## config.mk

```make
export PLATFORM = sky130hd
export DESIGN_NAME = uart_receiver
export DESIGN_NICKNAME = d
export VERILOG_FILES = /design/src/rtl/uart_receiver.sv
export SDC_FILE = /design/constraint.sdc
export NUM_CORES = 1
export LEC_CHECK = 0
export CAP_MARGIN = 10
export CELL_PAD_IN_SITES_DETAIL_PLACEMENT = 1
export CELL_PAD_IN_SITES_GLOBAL_PLACEMENT = 1
export CORE_MARGIN = 3
export CORE_UTILIZATION = 31
export CTS_BUF_LIST = sky130_fd_sc_hd__clkbuf_2
export DETAILED_ROUTE_END_ITERATION = 7
export PLACE_DENSITY = 0.68
export SLEW_MARGIN = 20
export SYNTH_ARGS = -nofsm -noshare
export SYNTH_HDL_FRONTEND = slang
export SYNTH_SLANG_ARGS = --single-unit
```

## constraint.sdc

```tcl
create_clock -name clk -period 2.5 [get_ports clk]
set_input_delay 0.5 -clock clk [delete_from_list [all_inputs] [get_ports clk]]
set_output_delay 0.5 -clock clk [all_outputs]
set_load 0.01 [all_outputs]
```

## src/rtl/uart_receiver.sv

```systemverilog
// UART receive stage: 8N1 deserializer with a valid/read-acknowledge handshake
// and sticky framing-error and overrun flags.
module uart_receiver #(
  parameter int unsigned CLKS_PER_BIT = 868,
  parameter int unsigned DATA_LEN     = 8
) (
  input  logic                clk,
  input  logic                rst_n,
  input  logic                data_in,
  input  logic                re,
  input  logic                err_clr,
  output logic [DATA_LEN-1:0] data_out,
  output logic                valid,
  output logic                frame_err,
  output logic                overrun,
  output logic                busy
);

  localparam int unsigned CNT_W = $clog2(CLKS_PER_BIT);
  localparam int unsigned IDX_W = (DATA_LEN > 1) ? $clog2(DATA_LEN) : 1;

  localparam logic [CNT_W-1:0] HALF_LAST = CNT_W'(CLKS_PER_BIT / 2 - 1);
  localparam logic [CNT_W-1:0] BIT_LAST  = CNT_W'(CLKS_PER_BIT - 1);
  localparam logic [IDX_W-1:0] IDX_LAST  = IDX_W'(DATA_LEN - 1);

  typedef enum logic [2:0] {
    IDLE,
    START,
    DATA,
    STOP,
    WAIT_HIGH
  } state_t;

  state_t              state_q, state_d;
  logic [1:0]          sync_q;
  logic                rx_s;
  logic [CNT_W-1:0]    cnt_q, cnt_d;
  logic [IDX_W-1:0]    idx_q, idx_d;
  logic [DATA_LEN-1:0] shift_q, shift_d;
  logic [DATA_LEN-1:0] data_out_d;
  logic                valid_d;
  logic                frame_err_d;
  logic                overrun_d;

  // Two-flop synchronizer; idle-high so reset does not look like a start bit
  always_ff @(posedge clk or negedge rst_n) begin
    if (!rst_n) begin
      sync_q <= 2'b11;
    end else begin
      sync_q <= {sync_q[0], data_in};
    end
  end

  assign rx_s = sync_q[1];

  always_ff @(posedge clk or negedge rst_n) begin
    if (!rst_n) begin
      state_q   <= IDLE;
      cnt_q     <= '0;
      idx_q     <= '0;
      shift_q   <= '0;
      data_out  <= '0;
      valid     <= 1'b0;
      frame_err <= 1'b0;
      overrun   <= 1'b0;
    end else begin
      state_q   <= state_d;
      cnt_q     <= cnt_d;
      idx_q     <= idx_d;
      shift_q   <= shift_d;
      data_out  <= data_out_d;
      valid     <= valid_d;
      frame_err <= frame_err_d;
      overrun   <= overrun_d;
    end
  end

  // Next-state logic; clears are applied first so coincident error events win
  always_comb begin
    state_d     = state_q;
    cnt_d       = cnt_q + CNT_W'(1);
    idx_d       = idx_q;
    shift_d     = shift_q;
    data_out_d  = data_out;
    valid_d     = valid & ~re;
    frame_err_d = frame_err & ~err_clr;
    overrun_d   = overrun & ~err_clr;

    unique case (state_q)
      IDLE: begin
        cnt_d = '0;
        if (!rx_s) begin
          state_d = START;
        end
      end
      START: begin
        if (cnt_q == HALF_LAST) begin
          cnt_d   = '0;
          idx_d   = '0;
          state_d = rx_s ? IDLE : DATA;
        end
      end
      DATA: begin
        if (cnt_q == BIT_LAST) begin
          cnt_d          = '0;
          shift_d[idx_q] = rx_s;
          if (idx_q == IDX_LAST) begin
            state_d = STOP;
          end else begin
            idx_d = idx_q + IDX_W'(1);
          end
        end
      end
      STOP: begin
        if (cnt_q == BIT_LAST) begin
          cnt_d = '0;
          if (!rx_s) begin
            frame_err_d = 1'b1;
            state_d     = WAIT_HIGH;
          end else begin
            state_d = IDLE;
            if (!valid || re) begin
              data_out_d = shift_q;
              valid_d    = 1'b1;
            end else begin
              overrun_d = 1'b1;
            end
          end
        end
      end
      WAIT_HIGH: begin
        cnt_d = '0;
        if (rx_s) begin
          state_d = IDLE;
        end
      end
      default: begin
        cnt_d   = '0;
        state_d = IDLE;
      end
    endcase
  end

  assign busy = (state_q != IDLE);

endmodule

```

==> results of run 1 <==
[cell type report]
cell class                      count  area [µm²]
Tap cell                           70       87.58
Sequential cell                    37       928.4
Inverter                            7       26.28
Timing Repair Buffer               17       167.7
Multi-Input combinational cell    106       773.2
Clock buffer                        5       25.02
Fill cell                         600        3221
Clock inverter                      3       41.29
[how the worst max path moves through the flow]
| stage | from | endpoint | slack (ns) | cells after the start |
|---|---|---|---|---|
| 5_1_grt | cnt_q[0] | data_out[7] | 0.07 | 5 |
| 2_1_floorplan | cnt_q[0] | data_out[0] | 0.58 | 5 |
| 6_report | state_q[1] | busy | 0.21 | 2 |
| 3_5_place_dp | cnt_q[0] | data_out[7] | 0.24 | 5 |
| 4_1_cts | state_q[1] | busy | 0.18 | 2 |
| 3_3_place_gp | re | data_out[0] | 0.35 | 5 |
[power by group]
part | switching (µW) | internal (µW) | total [µW]
clock | 213 | 166 | 379
combinational | 13.9 | 7.45 | 21.3
sequential | 3.04 | 602 | 605
total | 230 | 775 | 1010
[Yosys cell counts]
library cell   n  area [µm²]
o211ai_2       1       12.51
o31ai_1        3       22.52
and2_1         1       6.260
o2bb2a_1       1       10.01
nand3_1        7       35.03
o31a_2         1       10.01
buf_4          2       15.01
nor4bb_1       1       10.01
or3_1          5       31.28
a22o_1         2       17.52
ha_1           4       50.05
a21oi_1        4       20.02
nor2_1        15       56.30
clkbuf_2       1       5.000
xor2_1         3       26.28
or4_1          1       7.510
a211o_1        1       8.760
nand4bb_1      1       11.26
dfrtp_1       35       875.8
o22ai_1        2       12.51
nand2_1        7       26.28
nand4b_1       1       8.760
dfstp_2        2       52.55
and3_2         1       7.510
o21ai_0        4       20.02
nor4_4         1       21.27
and4bb_2       1       12.51
nor3b_2        1       12.51
nor4_1         3       18.77
or3b_4         1       11.26
nand2b_1       4       25.02
inv_1          7       26.28
nand4_1        3       18.77
nor3_1         6       30.03
mux2_2        14       157.7
or4_4          1       11.26
xnor2_1        5       43.79
[sequential cells by signal (all words and copies together) (netlist names)]
signal	flops
sync_q	2
idx_q	3
overrun	1
frame_err	1
shift_q	8
data_out	8
state_q	3
cnt_q	10
valid	1
[layer usage]
| metal | share of wire, % | vias up | global-route usage [%] |
|---|---|---|---|
| met4 | 1.9 | 0 | 5.405 |
| met2 | 49 | 23 | 21.02 |
| met5 | 0 | - | 0 |
| met3 | 3.5 | 9 | 3.437 |
| met1 | 46 | 622 | 14.64 |
| li1 | - | 589 | - |
[worst register-to-register path, stage by stage (launching register included)]
cell,delay (ns)
dfrtp_1,0.48
ha_1,0.26
and2_1,0.25
nand2_1,0.16
nor4_4,0.61
mux2_2,0.41
[cells by family after synthesis]
| kind of cell | Yosys count | share of synthesized area (%) |
|---|---|---|
| simple gates | 61 | 20.69 |
| flops | 37 | 53.11 |
| compound gates | 19 | 7.659 |
| mux | 14 | 9.019 |
| buf+inv | 10 | 2.648 |
| xor+xnor | 8 | 4.009 |
| fa+ha+maj | 4 | 2.863 |
[through the flow]
stage / worst slack (ns) / cells / total power [µW] / hold WS [ns]
final: 0.2057 / 245 / 1005 / 0.3728
after CTS: 0.1780 / 245 / 1017 / 0.3771
after detailed placement: 0.2430 / 237 / 638.4 / 0.3496
after floorplan: 0.5768 / 153 / 618.2 / 0.2044
after global routing: 0.06946 / 245 / 1049 / 0.3844
after global placement: 0.3512 / 237 / 637.4 / 0.3460
[cell usage in the layout, fill, tap and decap left out, types with 2 or more instances in the layout]
cell	synthesis	routed
clkbuf_2	1	5
or3_1	5	5
ha_1	4	4
mux2_2	14	14
nand3_1	7	7
o31ai_1	3	3
o21ai_0	4	4
nor2_1	15	15
dfrtp_1	35	35
nand2_1	7	7
nand2b_1	4	4
nand4_1	3	3
dfstp_2	2	2
nor4_1	3	3
xor2_1	3	3
a21oi_1	4	4
xnor2_1	5	5
o22ai_1	2	2
a22o_1	2	2
inv_1	7	7
nor3_1	6	6
clkdlybuf4s50_1	0	16
==> flow_summary_export.csv, run 1 <==
group,metric,value,unit
status,status,"finished clean",
floorplan,ios,17,
routing,routed_via_density,5.073,
routing,drc,0,
global_routing,track_usage,12.40,%
floorplan,die-width,81.09,µm
global_routing,grt_pass1_vias,1310,
routing,vias,1243,
min_path,min_to,"sync_q[1]",
power_and_ir_drop,p_per_area,490.6,nW/µm²
setup_path,cp.arrival,1.79,ns
global_routing,grt_pass1_wl,6168,µm
clocking,h-tree-depth,2,
setup_path,cp_slowest_cell,"dfrtp_1",
finish,area_delta_synth_final,17.25,%
setup_path,r2r_end,"data_out[7]",
floorplan,start_util,33.17,%
global_routing,grt-ovfl-total,0,
floorplan,dieArea,6576,µm²
timing,max_freq,435.9,MHz
timing,worst_pin_slew,0.5859,ns
setup_path,cpPeakStageDelay,0.56,ns
yosys,synth_warnings,0,
timing,drv_slew,0,
yosys,synth_area,1748,µm²
routing,ant_nets,0,
clocking,clkSlewWorstSetupHoldPaths,0.21,ns
setup_path,cp_num_buf_inv,1,
floorplan,die_y,81.09,µm
setup_path,end_kind,"output pin",
clocking,clockBufferDepth,2,
setup_path,crit_path_start_kind,"flop",
floorplan,fp.coreArea,5270,µm²
yosys,ys_types,37,
clocking,numCtsBuffers,5,
floorplan,rows,26,
setup_path,cp_cell_sequence,"or3_1 > clkdlybuf4s50_1",
timing,hold_viol_final,0,
power_and_ir_drop,total_leakage_power,0.0008806,µW
finish,drive_above_1_share,18.29,%
routing,dr.pass1.iters,4,
placed_design,io_buffers,16,
yosys,synth-seq-area-share,53.11,%
clocking,cts.sink_count,37,
placed_design,place.gp.congestion,0.8395,
timing,finalCritPeriodShare,91.77,%
clocking,cts_hold_buffers,0,
setup_path,required,2.00,ns
timing,fin_crit,2.294,ns
finish,diodes,0,
setup_path,cp_top_family,"flip-flops",
setup_path,cp_max_fo,13,
job,cap_violations,0,
min_path,hp-start,"sync_q[0]",
timing,fin_tns_setup,0,ns
global_routing,grt_max_degree,38,
global_routing,antenna_found_initial,0,
finish,nets,183,
timing,slew_headroom,60.64,%
routing,avgRoutedWirePerCell,14.84,µm
clocking,root_buffer,"clkbuf_2",
clocking,clkLatencyLatePin,0.40,ns
yosys,avgSynthCellArea,11.42,µm²
timing,skew,0.01974,ns
setup_path,rr_worst_depth,5,
timing,rsz0062_at_grt,"false",
timing,final-setup-viol-count,0,
finish,utilization,38.89,%
routing,drt_iter0_markers,76,
clocking,cts_tree,"yes",
yosys,synth_fp_nets,162,
yosys,ys_seq_elements,37,
placed_design,hpwl,2645,µm
setup_path,r2r-start,"cnt_q[0]",
placed_design,dpl_cell_area,1983,µm²
clocking,cts_resized,0,
min_path,worstHoldPathCells,0,
finish,final_area,2049,µm²
setup_path,critical_path_class,"reg2out",
clocking,post_cts_buffers,0,
setup_path,r2r_setup_slack,0.26,ns
routing,wl,3635,µm
min_path,hp-class,"reg2reg",
yosys,syn_inst,153,
power_and_ir_drop,ir_drop,0.2480,mV
Note: power is estimated with default switching activity, not from simulation.
==> inputs of run 2 (changes only) <==
--- a/config.mk
+++ b/config.mk
@@ -13,7 +13,7 @@
 export CTS_BUF_LIST = sky130_fd_sc_hd__clkbuf_2
 export DETAILED_ROUTE_END_ITERATION = 7
 export PLACE_DENSITY = 0.68
-export SLEW_MARGIN = 20
+export SLEW_MARGIN = 30
 export SYNTH_ARGS = -nofsm -noshare
 export SYNTH_HDL_FRONTEND = slang
 export SYNTH_SLANG_ARGS = --single-unit
==> results of run 2 <==
Same layout as run 1: the final DEF is identical, and so are final timing and power.
